File: config.mk
export PLATFORM = sky130hd
export DESIGN_NAME = instruction_queue
export DESIGN_NICKNAME = d
export VERILOG_FILES = /design/src/rtl/instruction_queue.sv
export SDC_FILE = /design/constraint.sdc
export NUM_CORES = 1
export LEC_CHECK = 0
export ABC_AREA = 1
export CAP_MARGIN = 20
export CORE_ASPECT_RATIO = 0.75
export CORE_MARGIN = 3
export CORE_UTILIZATION = 60
export DETAILED_ROUTE_END_ITERATION = 10
export DONT_BUFFER_PORTS = 1
export GPL_TIMING_DRIVEN = 0
export HOLD_SLACK_MARGIN = 0.1
export PLACE_DENSITY_LB_ADDON = 0.2
export SETUP_SLACK_MARGIN = 0.2
export SYNTH_ARGS = -nofsm -noshare
export SYNTH_HDL_FRONTEND = slang
export SYNTH_SLANG_ARGS = --single-unit
export TNS_END_PERCENT = 1
File: constraint.sdc
create_clock -name i_clk -period 7.1 [get_ports i_clk]
set_clock_uncertainty 0.1 [all_clocks]
set_input_delay 0.71 -clock i_clk [delete_from_list [all_inputs] [get_ports i_clk]]
set_output_delay 0.71 -clock i_clk [all_outputs]
set_load 0.005 [all_outputs]
File: src/rtl/instruction_queue.sv
// instruction_queue: DEPTH-entry circular-buffer instruction FIFO with a
// registered head word, opcode field, occupancy count and sticky overflow.
// Optional feature: define IR_FLUSH_EN to add the synchronous i_flush port.
module instruction_queue #(
  parameter int unsigned WIDTH = 16,
  parameter int unsigned DEPTH = 4
) (
  input  logic                       i_clk,
  input  logic                       i_rst_n,
  input  logic [WIDTH-1:0]           i_data,
  input  logic                       i_load,
  input  logic                       i_advance,
`ifdef IR_FLUSH_EN
  input  logic                       i_flush,
`endif
  output logic [WIDTH-1:0]           o_instruction,
  output logic [3:0]                 o_opcode,
  output logic                       o_valid,
  output logic                       o_full,
  output logic [$clog2(DEPTH):0]     o_count,
  output logic                       o_overflow
);

  localparam int unsigned PW = $clog2(DEPTH);
  localparam int unsigned CW = PW + 1;

  logic [WIDTH-1:0] r_mem [DEPTH];
  logic [PW-1:0]    r_wr_ptr;
  logic [PW-1:0]    r_rd_ptr;
  logic [CW-1:0]    r_count;
  logic             r_overflow;
  logic             r_valid;
  logic             r_full;
  logic [WIDTH-1:0] r_instruction;

  logic             w_adv_ok;
  logic             w_load_ok;
  logic             w_write;
  logic [PW-1:0]    w_wr_ptr_nxt;
  logic [PW-1:0]    w_rd_ptr_nxt;
  logic [CW-1:0]    w_count_nxt;
  logic             w_overflow_nxt;
  logic [WIDTH-1:0] w_instruction_nxt;

  // Next-state: acceptance, pointer/count update and the head word seen after the edge
  always_comb begin
    w_adv_ok          = i_advance && (r_count != '0);
    w_load_ok         = i_load && (!r_full || w_adv_ok);
    w_write           = w_load_ok;
    w_wr_ptr_nxt      = w_load_ok ? PW'(r_wr_ptr + PW'(1)) : r_wr_ptr;
    w_rd_ptr_nxt      = w_adv_ok  ? PW'(r_rd_ptr + PW'(1)) : r_rd_ptr;
    w_overflow_nxt    = r_overflow | (i_load && r_full && !i_advance);
    w_count_nxt       = r_count;
    w_instruction_nxt = '0;

    case ({w_load_ok, w_adv_ok})
      2'b10:   w_count_nxt = r_count + CW'(1);
      2'b01:   w_count_nxt = r_count - CW'(1);
      default: w_count_nxt = r_count;
    endcase

    // New head is the word being written this edge when the read pointer lands on the write slot
    if (w_count_nxt == '0) begin
      w_instruction_nxt = '0;
    end else if (w_load_ok && (w_rd_ptr_nxt == r_wr_ptr)) begin
      w_instruction_nxt = i_data;
    end else begin
      w_instruction_nxt = r_mem[w_rd_ptr_nxt];
    end

`ifdef IR_FLUSH_EN
    // Flush wins over load/advance and keeps the sticky overflow as it was
    if (i_flush) begin
      w_write           = 1'b0;
      w_wr_ptr_nxt      = '0;
      w_rd_ptr_nxt      = '0;
      w_count_nxt       = '0;
      w_overflow_nxt    = r_overflow;
      w_instruction_nxt = '0;
    end
`endif
  end

  // Control state and registered outputs
  always_ff @(posedge i_clk or negedge i_rst_n) begin
    if (!i_rst_n) begin
      r_wr_ptr      <= '0;
      r_rd_ptr      <= '0;
      r_count       <= '0;
      r_overflow    <= 1'b0;
      r_valid       <= 1'b0;
      r_full        <= 1'b0;
      r_instruction <= '0;
    end else begin
      r_wr_ptr      <= w_wr_ptr_nxt;
      r_rd_ptr      <= w_rd_ptr_nxt;
      r_count       <= w_count_nxt;
      r_overflow    <= w_overflow_nxt;
      r_valid       <= (w_count_nxt != '0);
      r_full        <= (w_count_nxt == CW'(DEPTH));
      r_instruction <= w_instruction_nxt;
    end
  end

  // Storage array; contents are never exposed while the queue is empty, so no reset
  always_ff @(posedge i_clk) begin
    if (w_write && i_rst_n) begin
      r_mem[r_wr_ptr] <= i_data;
    end
  end

  assign o_instruction = r_instruction;
  assign o_opcode      = r_instruction[WIDTH-1 -: 4];
  assign o_valid       = r_valid;
  assign o_full        = r_full;
  assign o_count       = r_count;
  assign o_overflow    = r_overflow;

endmodule

==> impl_metrics.yaml, run 1 <==
status:
  status: "completed"
floorplan:
  ios: 46
  initial_core_util_pct: 64.1
  coreArea_mm2: 0.00651
  dieArea_mm2: 0.00799
  fp.dieH_um: 78.2
  row_count: 25
  die_w_um: 102
placed_design:
  hpwlAfterDp_mm: 5.89
  placed_cell_area_mm2: 0.00431
  place_congestion: 0.844
  io_buffers: 0
final_layout:
  nNetsFinal: 460
  design_area_mm2: 0.00454
  seq_area_mm2: 0.00257
  area_growth_pct: 8.91
  multi_input_area_mm2: 0.00117
  drive_gt1_share_pct: 12.8
  fillerInstances: 473
  final_util_pct: 69.8
  diodes: 0
clocking:
  root_buffer: "clkbuf_8"
  cts_buffer_depth: 2
  cts.reportedPaths.clkPinSlew_ns: 0.09
  htree_levels: 3
  cts_buffers: 9
  postCtsSetupRepairBufs: 0
  clock_sinks: 90
  insertion_delay_ns: 0.35
  cts_tree: "yes"
global_routing:
  grt-ovfl-total: 0
  antenna_found_initial: 0
  grt_pass1_vias: 2854
  grt_usage_pct: 24.7
  grt_start_max_net_pins: 27
  grt_pass1_wl_mm: 14.5
min_path:
  hp-class: "in -> reg"
  hold_path_end: "o_overflow"
  worstHoldStart: "i_advance"
  hold_depth: 1
worst_setup_path:
  ff2ff_path_depth: 15
  cp.arrival_ns: 3.46
  r2r_start: "o_count[1]"
  rrSetupSlack_ns: 3.81
  cp_max_fo: 10
  regToRegEndpoint: "o_instruction[10]"
  criticalPathCategory: "reg -> reg"
  critPathRequiredTime_ns: 7.27
  end_kind: "register"
  start_kind: "register"
timing:
  slew_viol_final: 0
  setup_tns_ns: 0
  tightest_slew_ns: 0.965
  fin_crit_sh_pct: 46.4
  hold_violations: 0
  min_period_ns: 3.29
  rsz0062_at_grt: "false"
  fmax_mhz: 304
  max-slew-margin-rel_pct: 35.6
  finalSetupViolations: 0
routing:
  wire_per_inst_um: 17.3
  route.vias.total: 2850
  drtIter0Drc: 217
  first_pass_iters: 5
  wl_mm: 9.02
  postRouteAntennaNets: 0
  via_per_inst: 5.48
  drc: 0
power_and_ir_drop:
  p_sw_share_pct: 40.9
  power_w: 0.00196
  peakVddDrop_v: 0.000198
  switchingPower_w: 0.000803
  clkPwrFrac_pct: 18.7
  seqPwrFrac_pct: 38.1
  p_leak_nw: 2.11
  internal-power_w: 0.00116
  power_density_mw_per_mm2: 432
  combPwrFrac_pct: 43.2
run:
  maxCapViolCount: 0
yosys:
  yosysSeqAreaShare_pct: 61.7
  ys_types: 27
  synth.area.top_cells: "edfxtp_1 46%, dfrtp_1 16%, inv_1 7.2%"
  synth_fp_nets: 445
  synth_cells: 419
  mappedNetlistArea_mm2: 0.00417
  ys_warn_count: 0
  synth_top_area_cell: "edfxtp_1"
  synth_top_area_share_pct: 46.1
  ys_seq_elements: 90
  avgSynthCellArea_um2: 9.95
[cell type report]
type | instances | share of cell area, %
Buffer | 21 | 2.67
Clock buffer | 12 | 2.98
Clock inverter | 4 | 1.52
Inverter | 84 | 6.94
Multi-Input combinational cell | 224 | 25.8
Sequential cell | 90 | 56.7
Tap cell | 81 | 2.23
Timing Repair Buffer | 4 | 1.24
[worst max-delay path: stages, from the launching register on]
cell,delay [ns]
dfrtp_1,0.41
inv_2,0.08
nand2_4,0.10
nand2_2,0.10
a21oi_2,0.26
buf_2,0.30
inv_1,0.07
ha_1,0.19
inv_1,0.10
fa_1,0.41
o21ai_0,0.27
nor2_1,0.10
nand2_2,0.21
buf_2,0.28
nand2_1,0.08
nor2_1,0.14
[cell families after synthesis]
kind of cell             synth area share [%]
AND/OR/NAND/NOR                          24.3
flip-flops                               61.7
XOR/XNOR                                0.630
buffers and inverters                    10.5
adder cells (fa/ha/maj)                  1.98
AO/OA/AOI/OAI                           0.870
[repair_timing]
| item | 4_1_cts | 5_1_grt |
|---|---|---|
| resized for setup | 0 | 0 |
| hold endpoints to repair | 26 | 0 |
| hold buffers | 2 | 0 |
[Yosys cell counts]
cell,count
edfxtp_1,64
ha_1,5
nor2_1,37
buf_4,5
a21oi_2,1
inv_1,80
nand2_1,72
dfrtp_1,26
nand4_1,16
a21oi_1,1
buf_2,13
o21ai_0,3
nor2_4,1
nor2_2,1
nand3b_1,16
nand3_1,54
nor3_1,1
inv_2,4
o21bai_1,1
fa_1,1
nand3_2,1
nand2_2,6
clkbuf_1,2
buf_6,1
nand2_4,4
xnor2_1,1
xor2_1,2
[worst max-delay path by stage]
stage / startpoint / to / cells after the start / slack (ns)
floorplan: i_advance / o_instruction[10] / 13 / 4.30
global placement: i_advance / o_instruction[10] / 13 / 3.82
detailed placement: i_advance / o_instruction[10] / 13 / 3.74
CTS: o_count[1] / o_instruction[10] / 15 / 3.84
global route: o_count[0] / o_instruction[10] / 15 / 3.56
finish: o_count[1] / o_instruction[10] / 15 / 3.81
[metal layers]
layer / global-route usage (%) / wire length (um)
met4: 9.44 / 155
met2: 40.1 / 4400
met1: 31.0 / 3640
met3: 7.55 / 820
met5: 0 / 0
[through the flow]
stage | std cells | hold slack (ns) | worst slack, ns
6_report | 520 | 0.338 | 3.81
5_1_grt | 520 | 0.318 | 3.56
4_1_cts | 520 | 0.331 | 3.84
3_5_place_dp | 502 | 0.315 | 3.74
3_3_place_gp | 500 | 0.315 | 3.82
2_1_floorplan | 419 | 0.314 | 4.30
[power by group through the flow]
| stage | combinational (W) | clock [W] | sequential [W] |
|---|---|---|---|
| floorplan | 0.000622 | 0 | 0.000745 |
| global placement | 0.000799 | 0 | 0.000758 |
| detailed placement | 0.000832 | 0 | 0.000761 |
| CTS | 0.000840 | 0.000372 | 0.000749 |
| global route | 0.000953 | 0.000392 | 0.000761 |
| finish | 0.000848 | 0.000367 | 0.000747 |
[flip-flops by register name, indices dropped and copies added (netlist names)]
register and flops:
o_overflow 1, o_valid 1, o_full 1, o_instruction 16
r_rd_ptr 2, o_count 3, r_mem 64, r_wr_ptr 2
[cell usage in the layout (no fill, tap or decap), types with 3 or more instances in the layout]
master | Yosys | final
inv_1 | 80 | 80
nand2_1 | 72 | 72
edfxtp_1 | 64 | 64
nand3_1 | 54 | 54
nor2_1 | 37 | 33
dfrtp_1 | 26 | 26
nand3b_1 | 16 | 16
nand4_1 | 16 | 16
buf_2 | 13 | 13
clkbuf_8 | 0 | 9
nand2_2 | 6 | 6
nor2_2 | 1 | 5
clkbuf_1 | 2 | 5
buf_4 | 5 | 5
ha_1 | 5 | 5
inv_2 | 4 | 4
nand2_4 | 4 | 4
o21ai_0 | 3 | 3
Note: power is estimated with default switching activity, not from simulation.
==> run 2, diff against run 1 <==
--- a/config.mk
+++ b/config.mk
@@ -9,7 +9,7 @@
 export CAP_MARGIN = 20
 export CORE_ASPECT_RATIO = 0.75
 export CORE_MARGIN = 3
-export CORE_UTILIZATION = 60
+export CORE_UTILIZATION = 57
 export DETAILED_ROUTE_END_ITERATION = 10
 export DONT_BUFFER_PORTS = 1
 export GPL_TIMING_DRIVEN = 0
==> constraint.sdc (replaced) <==
create_clock -name i_clk -period 2.7 [get_ports i_clk]
set_clock_uncertainty 0.1 [all_clocks]
set_input_delay 0.27 -clock i_clk [delete_from_list [all_inputs] [get_ports i_clk]]
set_output_delay 0.27 -clock i_clk [all_outputs]
set_load 0.005 [all_outputs]
==> run 2 against run 1 <==
  * Cell count rose by 8.7%
  * Highest routed layer unchanged
  * Register-to-register slack worse by 3.7 ns
  * Largest power group unchanged
  * Via count up 2.8%
  * Final area increased by 9.1%
==> impl_metrics.yaml, run 2 (synthesis results as in run 1) <==
final_layout:
  nNetsFinal: 488
  top_register: "r_mem"
  multi_input_area_mm2: 0.00126
  design_area_mm2: 0.00495
  diodes: 0
  fillerInstances: 502
  area_growth_pct: 18.8
  seq_area_mm2: 0.00257
  drive_gt1_share_pct: 19.1
  final_common_cell: "inv_1"
  largest_reg_flops: 64
  final_cell_mix: "78 x inv_1, 66 x nand2_1, 64 x edfxtp_1"
placed_design:
  hpwlAfterDp_mm: 5.84
  io_buffers: 0
  placed_cell_area_mm2: 0.00434
  place_congestion: 0.798
  place_ws_ns: -0.211
worst_setup_path:
  rrSetupSlack_ns: 0.1
  cp.arrival_ns: 2.78
  critPathRequiredTime_ns: 2.88
  startpoint: "o_count[0]"
  end_kind: "register"
  endpoint: "o_instruction[6]"
  r2r_start: "o_count[0]"
  start_kind: "register"
  regToRegEndpoint: "o_instruction[6]"
  criticalPathCategory: "reg -> reg"
  ff2ff_path_depth: 17
  cp_max_fo: 5
routing:
  drtIter0Drc: 205
  via_per_inst: 5.19
  drc: 0
  first_pass_iters: 4
  wire_per_inst_um: 16.4
  postRouteAntennaNets: 0
  wl_mm: 9.26
  route.vias.total: 2931
power_and_ir_drop:
  clkPwrFrac_pct: 16.8
  peakVddDrop_v: 0.000519
  p_sw_share_pct: 42.0
  seqPwrFrac_pct: 35.2
  p_leak_nw: 2.27
  switchingPower_w: 0.00235
  internal-power_w: 0.00325
  power_density_mw_per_mm2: 1130
  combPwrFrac_pct: 48.0
global_routing:
  grt_pass1_vias: 2868
  grt_usage_pct: 22.9
  antenna_found_initial: 0
  grt-ovfl-total: 0
  grt_start_max_net_pins: 27
  grt_pass1_wl_mm: 14.4
min_path:
  hp-class: "in -> reg"
clocking:
  cts_buffers: 9
  clock_sinks: 90
  cts.reportedPaths.clkPinSlew_ns: 0.09
  cts_buffer_depth: 2
  htree_levels: 3
  insertion_delay_ns: 0.35
  cts_tree: "yes"
  root_buffer: "clkbuf_8"
timing:
  rsz0062_at_grt: "true"
  fin_crit_sh_pct: 96.4
  finalSetupViolations: 0
  max-slew-margin-rel_pct: 61.0
  fmax_mhz: 384
  fin_ws_ns: 0.0964
  min_period_ns: 2.60
  hold_violations: 0
  setup_tns_ns: 0
  slew_viol_final: 0
  tightest_slew_ns: 0.585
floorplan:
  coreArea_mm2: 0.00696
  die_w_um: 105
  dieArea_mm2: 0.00839
  ios: 46
  fp.dieH_um: 80.1
  initial_core_util_pct: 59.9
  row_count: 26
status:
  status: "completed"
run:
  maxCapViolCount: 0
[run 2: changes by cell type in the layout (fill, tap and decap cells not counted), moves of 3 or more]
cell / before / now
nor2_1: 33 / 27
inv_6: 0 / 3
nand2_4: 4 / 7
nand2_2: 6 / 9
nor2_4: 1 / 5
nand2_1: 72 / 66
clkbuf_1: 5 / 2
dlygate4sd3_1: 1 / 19
buf_4: 5 / 14
[run 2: cell type report]
class	instances	area share [%]
Clock buffer	9	2.50
Clock inverter	7	1.72
Buffer	21	2.78
Inverter	84	6.42
Sequential cell	90	52.0
Multi-Input combinational cell	224	25.5
Tap cell	98	2.48
Timing Repair Buffer	32	6.62
[run 2: layer usage]
metal,track usage [%],up-vias,share of wire (%)
met2,37.8,114,48
met5,0,-,0
li1,-,1424,-
met4,8.26,0,1.4
met3,5.94,14,8.3
met1,29.5,1379,42
[run 2: worst max-delay path, cell delays in order (launching register included)]
cell	delay [ns]
dfrtp_2	0.46
nor2_4	0.13
nand2_4	0.06
nand2_4	0.07
a21oi_4	0.06
buf_6	0.12
inv_4	0.05
ha_4	0.12
inv_2	0.04
fa_2	0.34
a21oi_2	0.14
o21ai_1	0.09
xor2_1	0.18
inv_1	0.11
nand2_4	0.16
buf_8	0.14
nand2_1	0.05
nor2_1	0.11
[run 2: worst min path at each step]
stage | startpoint | slack (ns) | cells past startpoint | to
5_1_grt | i_data[10] | 0.12 | 4 | o_instruction[10]
3_5_place_dp | i_rst_n | -0.12 | 0 | o_instruction[7]
2_1_floorplan | i_rst_n | -0.13 | 0 | o_count[0]
6_report | i_data[10] | 0.15 | 4 | o_instruction[10]
4_1_cts | i_data[10] | 0.12 | 4 | o_instruction[10]
3_3_place_gp | i_rst_n | -0.12 | 0 | o_instruction[7]
[run 2: repair_timing]
action | CTS | global route
gates resized for setup | 17 | 14
pin swaps | 12 | 17
setup endpoints to repair | 50 | 69
hold buffers | 20 | 0
endpoints found under the hold margin | 106 | 0
buffers inserted | 9 | 0
cloned | 1 | 0
[run 2: power groups by stage]
stage | Sequential [W] | Combinational, W | Clock [W]
6_report | 0.00197 | 0.00269 | 0.000940
5_1_grt | 0.00201 | 0.00295 | 0.00101
4_1_cts | 0.00197 | 0.00255 | 0.000955
3_5_place_dp | 0.00200 | 0.00220 | 0
3_3_place_gp | 0.00200 | 0.00213 | 0
2_1_floorplan | 0.00196 | 0.00167 | 0
[run 2: stage by stage]
step	total power [W]	instances	util (%)	hold slack [ns]
3_5_place_dp	0.00420	519	62.3	-0.125
3_3_place_gp	0.00413	517	61.9	-0.125
5_1_grt	0.00597	565	71.2	0.119
2_1_floorplan	0.00363	419	-	-0.126
4_1_cts	0.00547	565	70.5	0.123
6_report	0.00561	565	71.2	0.148
